==> src/rtl/tm1638_receiver.sv <==
// rtl/tm1638_receiver.sv - TM1638 key-scan read receiver
//
// Purpose:
//    Read-direction partner of the TM1638 byte transmitter. Once the read-key
//    command has gone out and DIO has been released, this block samples the
//    synchronised DIO on every TM1638 CLK rising-edge strobe. It assembles
//    NBYTES key-scan bytes, LSB first. Each completed byte is presented on
//    its own, and the whole scan is published atomically when the burst ends.
//
// Ports:
//    i_mclk            master clock; all logic runs on its rising edge
//    i_rst_n           asynchronous active-low reset
//    i_clk_rise        one-cycle strobe at a TM1638 CLK rising edge
//    i_dio_in          raw DIO pin, asynchronous to i_mclk
//    i_rx_start        one-cycle request to begin a burst
//    i_rx_abort        end the burst now (STB raised early)
//    o_rx_busy         high while a burst is in progress
//    o_rx_byte         last completed byte
//    o_rx_byte_valid   one-cycle pulse when o_rx_byte updates
//    o_flag_msb        high while the bit-7 slot of the current byte is pending
//    o_key_data        full scan; byte k at [8k+7:8k]
//    o_rx_done         one-cycle pulse when o_key_data updates

module tm1638_receiver #(
   parameter int NBYTES      = 4,
   parameter int SYNC_STAGES = 2
) (
   input  logic                  i_mclk,
   input  logic                  i_rst_n,
   input  logic                  i_clk_rise,
   input  logic                  i_dio_in,
   input  logic                  i_rx_start,
   input  logic                  i_rx_abort,
   output logic                  o_rx_busy,
   output logic [7:0]            o_rx_byte,
   output logic                  o_rx_byte_valid,
   output logic                  o_flag_msb,
   output logic [8*NBYTES-1:0]   o_key_data,
   output logic                  o_rx_done
);

   typedef enum logic [1:0] {
      S_IDLE = 2'd0,
      S_RECV = 2'd1,
      S_DONE = 2'd2
   } state_t;

   localparam logic [2:0] LAST_BYTE = 3'(NBYTES - 1);

   state_t                  r_state;
   state_t                  w_state_nxt;

   logic [SYNC_STAGES-1:0]  r_sync;
   logic [7:0]              r_shift;
   logic [2:0]              r_bit_cnt;
   logic [2:0]              r_byte_cnt;
   logic [8*NBYTES-1:0]     r_stage;
   logic [8*NBYTES-1:0]     r_key_data;
   logic [7:0]              r_rx_byte;
   logic                    r_rx_byte_valid;
   logic                    r_rx_done;
   logic                    r_rx_busy;

   logic                    w_dio_s;
   logic                    w_start;
   logic                    w_bit_take;
   logic                    w_byte_end;
   logic                    w_last_byte;
   logic [7:0]              w_byte_new;

   assign w_dio_s     = r_sync[SYNC_STAGES-1];
   // Abort outranks both a start request and a data strobe.
   assign w_start     = (r_state == S_IDLE) && i_rx_start && !i_rx_abort;
   assign w_bit_take  = (r_state == S_RECV) && i_clk_rise && !i_rx_abort;
   assign w_byte_end  = w_bit_take && (r_bit_cnt == 3'd7);
   assign w_last_byte = (r_byte_cnt == LAST_BYTE);
   // Bits arrive LSB first, so each new bit enters at the top and the byte
   // shifts right.
   assign w_byte_new  = {w_dio_s, r_shift[7:1]};

   // DIO synchroniser. It resets to 1, the idle level of a released DIO line.
   always_ff @(posedge i_mclk or negedge i_rst_n) begin
      if (!i_rst_n) begin
         r_sync <= '1;
      end else begin
         r_sync <= {r_sync[SYNC_STAGES-2:0], i_dio_in};
      end
   end

   always_ff @(posedge i_mclk or negedge i_rst_n) begin
      if (!i_rst_n) begin
         r_state <= S_IDLE;
      end else begin
         r_state <= w_state_nxt;
      end
   end

   always_comb begin
      w_state_nxt = r_state;
      case (r_state)
         S_IDLE: begin
            if (w_start) begin
               w_state_nxt = S_RECV;
            end
         end
         S_RECV: begin
            if (i_rx_abort) begin
               w_state_nxt = S_IDLE;
            end else if (w_byte_end && w_last_byte) begin
               w_state_nxt = S_DONE;
            end
         end
         S_DONE: begin
            w_state_nxt = S_IDLE;
         end
         default: begin
            w_state_nxt = S_IDLE;
         end
      endcase
   end

   always_ff @(posedge i_mclk or negedge i_rst_n) begin
      if (!i_rst_n) begin
         r_shift         <= '0;
         r_bit_cnt       <= '0;
         r_byte_cnt      <= '0;
         r_stage         <= '0;
         r_key_data      <= '0;
         r_rx_byte       <= '0;
         r_rx_byte_valid <= 1'b0;
         r_rx_done       <= 1'b0;
         r_rx_busy       <= 1'b0;
      end else begin
         r_rx_byte_valid <= 1'b0;
         r_rx_done       <= 1'b0;
         // Busy follows the next state, so it rises the cycle after start.
         // It also falls in the same cycle that o_rx_done pulses.
         r_rx_busy       <= (w_state_nxt != S_IDLE);

         if (w_start) begin
            r_shift    <= '0;
            r_bit_cnt  <= '0;
            r_byte_cnt <= '0;
            r_stage    <= '0;
         end

         if (w_bit_take) begin
            r_shift   <= w_byte_new;
            r_bit_cnt <= r_bit_cnt + 3'd1;
         end

         if (w_byte_end) begin
            r_rx_byte       <= w_byte_new;
            r_rx_byte_valid <= 1'b1;
            for (int k = 0; k < NBYTES; k++) begin
               if (r_byte_cnt == 3'(k)) begin
                  r_stage[8*k +: 8] <= w_byte_new;
               end
            end
            if (!w_last_byte) begin
               r_byte_cnt <= r_byte_cnt + 3'd1;
            end
         end

         // Publish the scan as the DONE cycle ends, unless an abort arrives
         // in that same cycle.
         if ((r_state == S_DONE) && !i_rx_abort) begin
            r_key_data <= r_stage;
            r_rx_done  <= 1'b1;
         end
      end
   end

   assign o_rx_busy       = r_rx_busy;
   assign o_rx_byte       = r_rx_byte;
   assign o_rx_byte_valid = r_rx_byte_valid;
   assign o_flag_msb      = (r_state == S_RECV) && (r_bit_cnt == 3'd7);
   assign o_key_data      = r_key_data;
   assign o_rx_done       = r_rx_done;

endmodule

==> config.mk <==
export PLATFORM = sky130hd
export DESIGN_NAME = tm1638_receiver
export DESIGN_NICKNAME = d
export VERILOG_FILES = /design/src/rtl/tm1638_receiver.sv
export SDC_FILE = /design/constraint.sdc
export NUM_CORES = 1
export LEC_CHECK = 0
export CAP_MARGIN = 20
export CORE_UTILIZATION = 25
export CTS_CLUSTER_DIAMETER = 200
export CTS_CLUSTER_SIZE = 24
export DETAILED_ROUTE_END_ITERATION = 6
export SLEW_MARGIN = 20
export SYNTH_ARGS = -nofsm -noshare
export SYNTH_HDL_FRONTEND = slang
export SYNTH_SLANG_ARGS = --single-unit
==> constraint.sdc <==
create_clock -name i_mclk -period 1.7 [get_ports i_mclk]
set_input_delay 0.425 -clock i_mclk [delete_from_list [all_inputs] [get_ports i_mclk]]
set_output_delay 0.425 -clock i_mclk [all_outputs]
set_load 0.02 [all_outputs]
======== Word-level counts from Yosys, hierarchy flattened ========
Index checks and enable logic that the tools add are counted.
operators by class
  equal/unequal tests ..................... 6
  multiplexer cells ....................... 19
  $add $sub $neg .......................... 2
  reductions and logical operators ........ 13
operators with widths
  cell                                            count
  2-to-1 mux 32 bit                               2
  2-to-1 mux 8 bit                                6
  2-to-1 mux 3 bit                                5
  logical AND 1 bit                               8
  adder 3 x 1 -> 3 bit (second input constant)    2
  == test 3 x 2 -> 1 bit (second input constant)  2
  2-to-1 mux 2 bit                                3
  case mux 2 bit (2 select lines)                 1
  nonzero test 2 bit                              2
  == test 3 x 1 -> 1 bit (second input constant)  1
  == test 3 bit (second input constant)           1
  logical NOT 3 bit                               1
  == test 2 x 1 -> 1 bit (second input constant)  1
  == test 2 bit (second input constant)           1
  logical NOT 2 bit                               1
  2-to-1 mux 1 bit                                2
  logical NOT 1 bit                               1
word-level totals
  input bits .............................. 6
  register bits ........................... 93
  logic and storage cells ................. 51
  output and inout bits ................... 44

======== Longest topological paths before layout ========
Gate-level depths: netlist of run 1.
  depth after elaboration ................. 9
  depth in mapped cells ................... 5

======== Least setup slack after synthesis of run 1 ========
No wires, ideal clock.
  path type ............................... input port to flip-flop
  start ................................... in i_rx_abort
  end ..................................... reg r_bit_cnt[0]
  arrival ................................. 1.579 ns
  path buffers ............................ 2
  setup slack ............................. -0.004 ns
  cell stages on the path ................. 5
  cell sequence ........................... or4b_1 -> buf_6 -> nor2b_4 -> buf_6 -> mux2_4
on the way
  longest elaborated chain between the ends .. 3
RTL lines
  item                                                    RTL line  source
  from (decl)                                             33        input logic i_rx_abort,
  logical NOT 1 bit (*)                                   73, 74
  logical AND 1 bit, on equally long branches             74, 73
  2-to-1 mux 3 bit or nonzero test 2 bit (tied branches)  n/a
  to (signal assigned)                                    149       r_bit_cnt <= r_bit_cnt + 3'd1;
  to (decl)                                               55        logic [2:0] r_bit_cnt;
Every way passes the cells marked *; elsewhere a longest branch is shown, timed or not.
A chain may end at the register's enable or synchronous reset.

======== Worst setup path after layout of run 1 ========
  start ................................... reg r_bit_cnt[0]
  end ..................................... out o_flag_msb
on the way
  longest elaborated chain between the ends .. 2
RTL lines
  item               RTL line  source
  == test 3 bit      177       assign o_flag_msb = (r_state == S_RECV) && (r_bit_cnt == 3'd7);
  logical AND 1 bit  177
  to (decl)          37        output logic o_flag_msb,
No other way between the ends.

==> impl_metrics.tcl, run 1 <==
set metrics [dict create \
    status "finished, violations left" \
    violations "negative setup slack" \
    worstMarginPinSlew_ps 519.2 \
    r2r_slack_ps 90 \
    critPathArrivalTime_ps 1380 \
    endpoint_kind "primary output" \
    htree_num_levels 3 \
    yosysWarnings 0 \
    wl_per_cell_um 15.26 \
    post-place-ws_ps -313.1 \
    period_share_pct 106.3 \
    clk_path_buf_depth 2 \
    port_buffers 49 \
    setup_ws_ps -107.4 \
    path_class "reg -> out" \
    synth_area_um2 3660 \
    cts.sinks 92 \
    cts_hold_buf 0 \
    pin_count 50 \
    use_met2_pct 17.94 \
    first_global_vias 2403 \
    clk_pin_slew_ps 60 \
    setup_viol 1 \
    root_buffer "clkbuf_16" \
    grt_util_met3_pct 3.875 \
    grt_max_degree 39 \
    drtAntennaViolNets 0 \
    p_per_area_nw_per_um2 904.9 \
    antenna_cells 0 \
    grt_usage_pct 11.36 \
    hold_violations 0 \
    grt_use_met1_pct 14.25 \
    gp_congestion 0.7103 \
    fin_nets 344 \
    async_flop_share_pct 100.0 \
    synth_seq_area_share_pct 62.97 \
    fin_area_um2 4872 \
    setup_tns_ps -107.4 \
    place_hpwl_mm 5.325 \
    hold_path.class "in -> async" \
    final_util_pct 34.56 \
    cts_tree "built" \
    start_kind "register" \
    clock-skew-final_ps 7.473 \
    max_freq_mhz 553.3 \
    rsz0062_at_grt "yes" \
    drt_iter0_markers 97 \
    path_max_fanout 2 \
    synthFlopType "dfrtp_1" \
    drc_errors 0 \
    yosysMostFrequentCell "dfrtp_1" \
    avgViaCountPerCell 4.275 \
    insertion_delay_ps 340 \
    synth_edf_count 0 \
    antenna_found_initial 0 \
    coreArea_um2 14100 \
    synth_cell_types 25 \
    min_period_ps 1807 \
    dieArea_um2 15130 \
    die_w_um 123.0 \
    synth_area_leaders "dfrtp_1 62%, mux2_2 12%, mux2i_1 9.3%" \
    cp.required_ps 1270 \
    synth.largest_area_cell "dfrtp_1" \
    synth_fp_nets 272 \
    vias 2210 \
    syn_inst 260 \
    p_leak_nw 2.469 \
    start_util_pct 25.96 \
    drv_slew 0 \
    place_area_um2 4548 \
    fp-row-count 43 \
    first_pass_iters 5 \
    maxCapViolations 0 \
    grt_pass1_wl_mm 12.61 \
    fp.dieH_um 123.0 \
    grt_overflow_total 0 \
    drive_gt1_share_pct 27.00 \
    syn_to_final_growth_pct 33.13 \
    grt_busiest_layer "met2" \
    synthTopCellsByCount "90 x dfrtp_1, 40 x mux2_2, 37 x nand2_1" \
    cts_buffers 9 \
    wirelength_mm 7.891 \
    netlist.area_leader.share_pct 61.54 \
    synth-seq-cells 92 \
    slew_headroom_pct 65.39 \
    syn_avg_cell_area_um2 14.08 \
    max-vdd-ir-drop_v 0.0004294 \
]
[flip-flops by register name, indices dropped and copies added (netlist names)]
register,count
r_bit_cnt,3
o_rx_byte_valid,1
o_rx_busy,1
r_stage,32
r_byte_cnt,3
r_sync,2
r_state,2
o_key_data,32
r_shift,7
o_rx_done,1
o_rx_byte,8
[worst max-delay path, cell delays in order, from the launching register on]
cell	delay, ps
dfrtp_1	390
ha_2	200
ha_4	150
and3b_1	170
buf_6	130
[metal layers]
layer | vias to the layer above | part of all wire [%]
li1 | 1041 | -
met1 | 1103 | 47
met2 | 52 | 46
met3 | 14 | 4.7
met4 | 0 | 2.0
met5 | - | 0
[cell families after synthesis]
family | share of synthesized area [%]
multiplexers | 22.02
buffers and inverters | 3.419
AO/OA/AOI/OAI | 2.667
adder cells (fa/ha/maj) | 2.051
AND/OR/NAND/NOR | 6.871
flip-flops | 62.97
[layout by cell type (no fill, tap or decap), drive strengths merged]
cell type      Yosys  layout
clkdlybuf4s50      0       4
inv               12      12
dfstp              2       2
a31oi              1       1
mux2i             34      34
o21ai              1       1
and4bb             1       1
a22o               9       9
buf               10      27
and4b              4       4
dlygate4sd2        0      42
nor2b              1       1
nand2             37      37
dfrtp             90      90
ha                 6       6
clkinv             0       3
nor2               1       1
mux2              41      41
nand3              1       1
and3b              1       1
nor3b              1       1
clkbuf             4      13
nand2b             1       1
dlymetal6s2s       0       1
bufinv             0       1
or4b               1       1
o21a               1       1
[path summary, 6_finish.rpt]
check / from / to / cells after the start
max in group asynchronous: i_rst_n / r_sync[1] / 2
worst min register to register: r_sync[0] / r_sync[1] / 0
worst max register to register: r_bit_cnt[0] / o_rx_byte[7] / 6
worst min-delay path: i_rst_n / r_stage[6] / 1
min in group i_mclk: r_sync[0] / r_sync[1] / 0
worst max-delay path: r_bit_cnt[0] / o_flag_msb / 4
[where the power goes]
| part | total (mW) | switching, mW | internal [mW] |
|---|---|---|---|
| clock network | 1.98 | 0.799 | 1.18 |
| logic | 0.201 | 0.115 | 0.0856 |
| registers | 2.23 | 0.0176 | 2.21 |
[metrics by stage]
stage | hold slack, ps | cells | power [mW]
6_report | 66.15 | 517 | 4.409
5_1_grt | 103.4 | 517 | 4.585
4_1_cts | 80.11 | 514 | 4.458
3_5_place_dp | 346.8 | 496 | 2.456
3_3_place_gp | 347.2 | 496 | 2.450
2_1_floorplan | 129.4 | 260 | 2.344
[layout make-up]
cell class	instances	area, um2
fill	1374	9224
timing repair buffer	75	743.2
multi-input combinational	142	1259
inverter	12	45.04
tap	180	225.2
clock inverter	4	48.80
clock buffer	12	246.5
sequential	92	2305
[what timing repair did]
action | 4_1_cts | 5_1_grt
pin swaps | 1 | 1
gates resized for setup | 51 | 3
gates cloned | 0 | 1
buffers inserted | 2 | 2
endpoints found under the setup margin | 43 | 4
Power figures use the tool's default switching activity.
==> inputs of run 2 (changes only) <==
- GPL_ROUTABILITY_DRIVEN: default -> 0
==> results of run 2 <==
Final layout, timing and power as in run 1 (identical DEF).
==> inputs of run 3 (changes only) <==
- CAP_MARGIN: 20 -> default
- CORE_UTILIZATION: 25 -> 49
- PLACE_DENSITY: default -> 0.75
- SLEW_MARGIN: 20 -> default
==> run 3 against run 2 <==
Net effect:
- the flow still finishes with violations (negative setup slack)
- global-route usage rose by 8.7 points
- sequential share of layout area rose by 2.4 points
- first-iteration DRC count fell by 32%
- sequential power barely moved
- critical endpoint unchanged
- die area fell by 48%
- critical path type unchanged
- sequential cell count did not move
- critical path depth did not move
==> impl_metrics.tcl, run 3 (synthesis results as in run 1) <==
set metrics [dict create \
    status "finished, violations left" \
    violations "negative setup slack" \
    drtAntennaViolNets 0 \
    vias 2196 \
    worstMarginPinSlew_ps 456.3 \
    place_area_um2 4432 \
    insertion_delay_ps 360 \
    die_w_um 88.42 \
    fin_area_um2 4633 \
    p_per_area_nw_per_um2 847.7 \
    setup_ws_ps -120.9 \
    antenna_found_initial 0 \
    mostFrequentLayoutCell "dfrtp_1" \
    clk_pin_slew_ps 90 \
    root_buffer "clkbuf_8" \
    endpoint_kind "primary output" \
    port_buffers 49 \
    fp.dieH_um 88.42 \
    max-vdd-ir-drop_v 0.0004711 \
    critPathArrivalTime_ps 1400 \
    wirelength_mm 6.862 \
    setup_viol 1 \
    antenna_cells 0 \
    coreArea_um2 7253 \
    clk_path_buf_depth 2 \
    dieArea_um2 7818 \
    clock-skew-final_ps 13.51 \
    fin_nets 339 \
    first_global_vias 2180 \
    pin_count 50 \
    maxCapViolations 0 \
    rsz0062_at_grt "yes" \
    wl_per_cell_um 15.92 \
    drt_iter0_markers 66 \
    hold_violations 0 \
    cp.required_ps 1270 \
    htree_num_levels 3 \
    grt_overflow_total 0 \
    syn_to_final_growth_pct 26.60 \
    avgViaCountPerCell 5.095 \
    fp-row-count 31 \
    first_pass_iters 4 \
    min_period_ps 1821 \
    cts.sinks 92 \
    drive_gt1_share_pct 27.11 \
    fin_hold_ws_ps 11.41 \
    cts_buffers 9 \
    drv_slew 0 \
    cts_hold_buf 0 \
    grt_max_degree 38 \
    hold_path.class "in -> async" \
    path_class "reg -> out" \
    drc_errors 0 \
    slew_headroom_pct 69.58 \
    final_cell_count_no_fill 431 \
    final_util_pct 63.88 \
    period_share_pct 107.1 \
    place_hpwl_mm 4.616 \
    grt_pass1_wl_mm 11.47 \
    final_cell_mix "90 x dfrtp_1, 43 x dlygate4sd2_1, 39 x mux2_2" \
    dp_cells 413 \
    p_leak_nw 2.397 \
    start_kind "register" \
    cts_tree "built" \
    grt_usage_pct 20.01 \
    max_freq_mhz 549.2 \
    start_util_pct 50.46 \
    path_max_fanout 2 \
]
[run 3: final timing paths]
kind,startpoint,slack (ps),to,cells past startpoint
worst max-delay path,r_bit_cnt[0],-120,o_flag_msb,4
worst min-delay path,i_rst_n,10,o_key_data[28],1
worst max register to register,r_bit_cnt[0],50,r_stage[28],7
worst min register to register,r_sync[0],360,r_sync[1],0
max in group asynchronous,i_rst_n,1140,r_stage[9],2
min in group i_mclk,r_sync[0],360,r_sync[1],0
[run 3: cell type report]
cell class	instances	area [um2]
inverters	12	45.04
fillers	580	2620
clock buffers	10	137.6
multi-input cells	142	1270
repair buffers	70	680.7
flip-flops and latches	92	2305
clock inverters	6	71.32
well taps	99	123.9
[run 3: routing by layer]
metal | share of wire, % | vias up | GRT usage [%]
met5 | 0 | - | 0
met4 | 1.6 | 0 | 6.305
met3 | 3.8 | 11 | 5.784
met2 | 46 | 49 | 30.56
met1 | 48 | 1120 | 27.82
li1 | - | 1016 | -
[run 3: power breakdown]
part	leakage [nW]	switching, mW	internal (mW)
sequential	1.27	0.0177	2.21
combinational	1.02	0.112	0.0769
clock	0.0991	0.780	0.730
total	2.40	0.910	3.02
[run 3: through the flow]
stage	TNS [ps]	setup WS (ps)	total power [mW]
floorplan	0	11.63	2.344
global placement	-20990	-272.0	2.451
detailed placement	-22650	-293.6	2.456
CTS	-146.4	-146.4	3.956
global route	-197.5	-183.8	4.085
finish	-120.9	-120.9	3.927
[run 3: timing repair]
| item | 4_1_cts | 5_1_grt |
|---|---|---|
| resized for setup | 52 | 4 |
| setup buffers | 0 | 2 |
| endpoints found under the setup margin | 44 | 1 |
| pin swaps | 1 | 2 |
[run 3: critical path: stages (launching register included)]
cell and delay (ps):
dfrtp_1 390, ha_2 200, ha_4 150, and3b_1 180, buf_6 130
